### config.mk
export PLATFORM = sky130hd
export DESIGN_NAME = spm_product_collector
export DESIGN_NICKNAME = d
export VERILOG_FILES = /design/src/rtl/spm_product_collector.sv
export SDC_FILE = /design/constraint.sdc
export NUM_CORES = 1
export LEC_CHECK = 0
export ABC_CLOCK_PERIOD_IN_PS = 1700
export CORE_MARGIN = 2
export CORE_UTILIZATION = 39
export DETAILED_ROUTE_END_ITERATION = 6
export PLACE_DENSITY = 0.65
export SYNTH_ARGS = -nofsm -noshare
export SYNTH_HDL_FRONTEND = slang
export SYNTH_SLANG_ARGS = --single-unit
export TNS_END_PERCENT = 100
### constraint.sdc
create_clock -name clk -period 1.7 [get_ports clk]
set_input_delay 0.34 -clock clk [delete_from_list [all_inputs] [get_ports clk]]
set_output_delay 0.34 -clock clk [all_outputs]
set_load 0.02 [all_outputs]
### src/rtl/spm_product_collector.sv
`timescale 1ns/1ps
// spm_product_collector
// Collects the LSB-first serial product stream of a bit-serial multiplier
// into a 2N-bit parallel word and hands it to a consumer with a
// valid/ready handshake. A new start strobe always wins. If it arrives
// while a finished product is still unaccepted, that product is dropped
// and a one-cycle overrun pulse is raised.

module spm_product_collector #(
    parameter int N = 8
) (
    input  logic           clk,
    input  logic           rst,
    input  logic           start,
    input  logic           sbit,
    output logic [2*N-1:0] p,
    output logic           p_valid,
    input  logic           p_ready,
    output logic           busy,
    output logic           overrun
);

    localparam int PW = 2 * N;
    localparam int CW = $clog2(PW) + 1;

    // Count value held by the counter when the final (2N-th) sample is taken.
    localparam logic [CW-1:0] LAST_COUNT = CW'(PW - 1);

    typedef enum logic [1:0] {
        IDLE    = 2'd0,
        COLLECT = 2'd1,
        DONE    = 2'd2
    } state_t;

    state_t          r_state;
    state_t          w_nextState;
    logic [PW-1:0]   r_shiftReg;
    logic [CW-1:0]   r_count;
    logic            r_overrun;

    logic            w_sample;
    logic            w_lastSample;
    logic            w_discard;

    // A sampling edge is any COLLECT edge without start. The edge that sees
    // start only clears, so the first product bit arrives one edge later.
    assign w_sample     = (r_state == COLLECT) && !start;
    assign w_lastSample = w_sample && (r_count == LAST_COUNT);

    // A restart in DONE with no simultaneous accept throws away a product.
    assign w_discard    = (r_state == DONE) && start && !p_ready;

    // State register; reset drops any partial or finished product at once.
    always_ff @(posedge clk or negedge rst) begin
        if (!rst) begin
            r_state <= IDLE;
        end else begin
            r_state <= w_nextState;
        end
    end

    // Next-state logic: start restarts from every state, the 2N-th sample
    // completes the product, and an accept in DONE returns to IDLE.
    always_comb begin
        w_nextState = r_state;
        case (r_state)
            IDLE: begin
                if (start) begin
                    w_nextState = COLLECT;
                end
            end
            COLLECT: begin
                if (start) begin
                    w_nextState = COLLECT;
                end else if (w_lastSample) begin
                    w_nextState = DONE;
                end
            end
            DONE: begin
                if (start) begin
                    w_nextState = COLLECT;
                end else if (p_ready) begin
                    w_nextState = IDLE;
                end
            end
            default: begin
                w_nextState = IDLE;
            end
        endcase
    end

    // Shift register and sample counter. Start clears both. Each sample
    // shifts right with the new bit entering at the top, so after 2N samples
    // the first bit sits at bit 0. Outside of sampling both hold, which keeps
    // p frozen through DONE.
    always_ff @(posedge clk or negedge rst) begin
        if (!rst) begin
            r_shiftReg <= '0;
            r_count    <= '0;
        end else if (start) begin
            r_shiftReg <= '0;
            r_count    <= '0;
        end else if (w_sample) begin
            r_shiftReg <= {sbit, r_shiftReg[PW-1:1]};
            r_count    <= r_count + 1'b1;
        end
    end

    // Overrun flag: high for exactly the cycle after a product is discarded.
    always_ff @(posedge clk or negedge rst) begin
        if (!rst) begin
            r_overrun <= 1'b0;
        end else begin
            r_overrun <= w_discard;
        end
    end

    // Output decode uses registered state only, so no input reaches an
    // output without passing through a flop.
    always_comb begin
        busy    = (r_state == COLLECT);
        p_valid = (r_state == DONE);
        p       = r_shiftReg;
        overrun = r_overrun;
    end

    // Collecting and presenting a result are mutually exclusive.
    property pBusyValidExclusive;
        @(posedge clk) disable iff (!rst) !(busy && p_valid);
    endproperty
    aBusyValidExclusive: assert property (pBusyValidExclusive);

    // An overrun pulse always coincides with the restarted collection.
    property pOverrunImpliesBusy;
        @(posedge clk) disable iff (!rst) overrun |-> busy;
    endproperty
    aOverrunImpliesBusy: assert property (pOverrunImpliesBusy);

    // A held product does not move while the consumer stalls.
    property pHeldProductStable;
        @(posedge clk) disable iff (!rst)
            (p_valid && !p_ready && !start) |=> (p_valid && $stable(p));
    endproperty
    aHeldProductStable: assert property (pHeldProductStable);

    // The counter never runs past a full product.
    property pCountBounded;
        @(posedge clk) disable iff (!rst) r_count <= CW'(PW);
    endproperty
    aCountBounded: assert property (pCountBounded);

endmodule
==> results.sh <==
export IMPL_outcome="complete, no violations"
export IMPL_cts_num_sinks=24
export IMPL_tns_ns=0
export IMPL_cts_buffer_depth=2
export IMPL_max_freq_mhz=600
export IMPL_fill_cells=231
export IMPL_synth_top_family_by_area="simple AND/OR/NAND/NOR gates"
export IMPL_synthMuxAreaShare=0
export IMPL_fin_skew_ns=0.00763
export IMPL_path_buf_inv=1
export IMPL_synthCells=106
export IMPL_fp_dieH_um=54.6
export IMPL_critPathTopFamily="buffers and inverters"
export IMPL_yosys_area_share_simple=0.188
export IMPL_synth_compound_area_frac=0.120
export IMPL_end_kind="output pin"
export IMPL_grt_pass1_vias=751
export IMPL_dr_pass1_iters=4
export IMPL_synth_most_common_cell="nand2_1"
export IMPL_synth_edff_count=0
export IMPL_pwr_density_cell_nw_per_um2=718
export IMPL_coreArea_um2=2450
export IMPL_slew_headroom=0.794
export IMPL_worstMarginPinSlew_ns=0.310
export IMPL_overflow=0
export IMPL_path_class="flop to output pin"
export IMPL_cts_root_buf="clkbuf_4"
export IMPL_gp_congestion=0.713
export IMPL_top_layer="met3"
export IMPL_ios=24
export IMPL_yosys_top_cells_area="dfrtp_1 (60%), nand2_1 (13%), a21oi_1 (10%)"
export IMPL_synth_top_cell_area_share=0.601
export IMPL_nNetsFinal=139
export IMPL_clk_pin_slew_ns=0.13
export IMPL_first_iter_violations=16
export IMPL_slew_violations=0
export IMPL_hp_class="primary input to asynchronous set/reset pin"
export IMPL_cts_tree="yes"
export IMPL_synth_seq_area_share=0.601
export IMPL_synth_seq_cells=24
export IMPL_start_util=0.407
export IMPL_synth_nets=113
export IMPL_path_cells="clkdlybuf4s50_1"
export IMPL_numCtsBuffers=3
export IMPL_synth_area_um2=1000
export IMPL_vias_per_cell=4.88
export IMPL_grt_pass1_wl_um=3130
export IMPL_antennaDiodeCount=0
export IMPL_synth_largest_area_cell="dfrtp_1"
export IMPL_cap_violations=0
export IMPL_portBuffers=23
export IMPL_antenna_left=0
export IMPL_layout_drive_gt1_share=0.0611
export IMPL_drc=0
export IMPL_slowest_delay_ns=0.62
export IMPL_met1_length_um=946
export IMPL_grtUsageTotal=0.144
export IMPL_synth_common_cells="nand2_1 (34), dfrtp_1 (24), a21oi_1 (20)"
export IMPL_antenna_found_initial=0
export IMPL_setup_viol=0
export IMPL_power_total_mw=0.942
export IMPL_synth_cell_types=20
export IMPL_ir_drop_uv=379
export IMPL_wl_met2_um=903
export IMPL_vias=785
export IMPL_rows=18
export IMPL_route_met3_wl_um=73
export IMPL_synthAdderAreaFrac=0.0250
export IMPL_cp_required_ns=1.36
export IMPL_yosys_warnings=0
export IMPL_avgSynthCellArea_um2=9.43
export IMPL_async_flop_share=1.00
export IMPL_cts_htree_levels=1
export IMPL_hold_violations=0
export IMPL_insertion_delay_ns=0.30
export IMPL_leakagePower_nw=0.656
export IMPL_grt_max_degree=25
export IMPL_synth_xor_area_share=0.0175
export IMPL_utilization=0.534
export IMPL_wire_per_inst_um=11.9
export IMPL_path_max_fanout=3
export IMPL_ys_flop_type="dfrtp_1"
export IMPL_layout_min_cycle_time_ns=1.67
export IMPL_post_cts_buffers=0
export IMPL_fp_dieW_um=54.6
export IMPL_areaGrowthSynthToFinish_pct=31.2
export IMPL_critPathSlowestCell="clkdlybuf4s50_1"
export IMPL_rsz0062_at_grt="false"
export IMPL_die_area_um2=2980
export IMPL_cp_start_kind="flop"
export IMPL_hpwl_um=1260
export IMPL_min_period_over_period=0.980
export IMPL_cp_arrival_ns=1.33
export IMPL_drt_total_wl_um=1920
==> through the flow <==
stage / hold slack, ns / cells / setup slack, ns / cell area [um2]
final: 0.384 / 161 / 0.0340 / 1310
after global routing: 0.403 / 161 / 0.0000129 / 1310
after CTS: 0.395 / 161 / 0.0184 / 1300
after detailed placement: 0.487 / 157 / 0.127 / 1260
after global placement: 0.460 / 157 / 0.133 / 1260
after floorplan: 0.0444 / 106 / 0.415 / 1000
==> registers in the layout, indices dropped and copies added, names as in the netlist <==
name / cells
p: 16
overrun: 1
r_state: 2
r_count: 5
==> area by class of cell <==
cell class,count,area [um2],share of cell area
Tap cell,30,37.5,0.0286
Sequential cell,24,601,0.458
Inverter,4,15.0,0.0115
Multi-Input combinational cell,72,350,0.267
Timing Repair Buffer,27,272,0.207
Clock buffer,4,36.3,0.0277
==> cell usage in the layout (no fill, tap or decap) <==
| master | n |
|---|---|
| nand2_1 | 34 |
| dfrtp_1 | 24 |
| a21oi_1 | 20 |
| clkdlybuf4s50_1 | 15 |
| dlymetal6s2s_1 | 5 |
| inv_1 | 4 |
| nor2_1 | 4 |
| buf_4 | 4 |
| clkbuf_4 | 3 |
| and3_1 | 2 |
| ha_1 | 2 |
| clkdlybuf4s15_1 | 2 |
| nand2b_1 | 1 |
| and2b_1 | 1 |
| a22oi_1 | 1 |
| a211oi_1 | 1 |
| nand3_1 | 1 |
| o21ai_0 | 1 |
| or3_1 | 1 |
| nand3b_1 | 1 |
| xor2_1 | 1 |
| xnor2_1 | 1 |
| clkbuf_8 | 1 |
| dlygate4sd2_1 | 1 |
==> what timing repair did <==
item / CTS / global route
setup endpoints to repair: 3 / 7
resized for setup: 3 / 7
hold buffers: 0 / 0
==> routing by layer <==
metal  vias up  global-route usage
met5         -                   0
met4         0              0.0375
met3         0              0.0246
met2        16               0.238
met1       378               0.195
li1        391                   -
==> power breakdown <==
| part | total, mW | switching, mW | internal [mW] |
|---|---|---|---|
| Combinational | 0.0598 | 0.0345 | 0.0253 |
| Clock | 0.294 | 0.163 | 0.131 |
| Sequential | 0.588 | 0.00780 | 0.581 |
| Total | 0.942 | 0.206 | 0.736 |
==> final timing paths <==
check,start,to,slack (ns),depth (start not counted)
max,p[3],p[3],0.03,1
min,rst,r_count[3],0.38,2
max reg2reg,r_count[0],r_count[4],0.33,4
min reg2reg,r_state[1],r_state[0],0.49,1
max in group asynchronous,rst,p[9],1.07,2
min in group clk,r_state[1],r_state[0],0.49,1
==> logic make-up (layout without fill, tap and decap cells) <==
family                     Yosys count  in the layout
AOI/OAI and AO/OA                   23             23
xor gates and xnor gates             2              2
adders and majority gates            2              2
buffers and inverters               10             35
and+or+nand+nor                     45             45
DFF                                 24             24
Power figures use the tool's default switching activity.
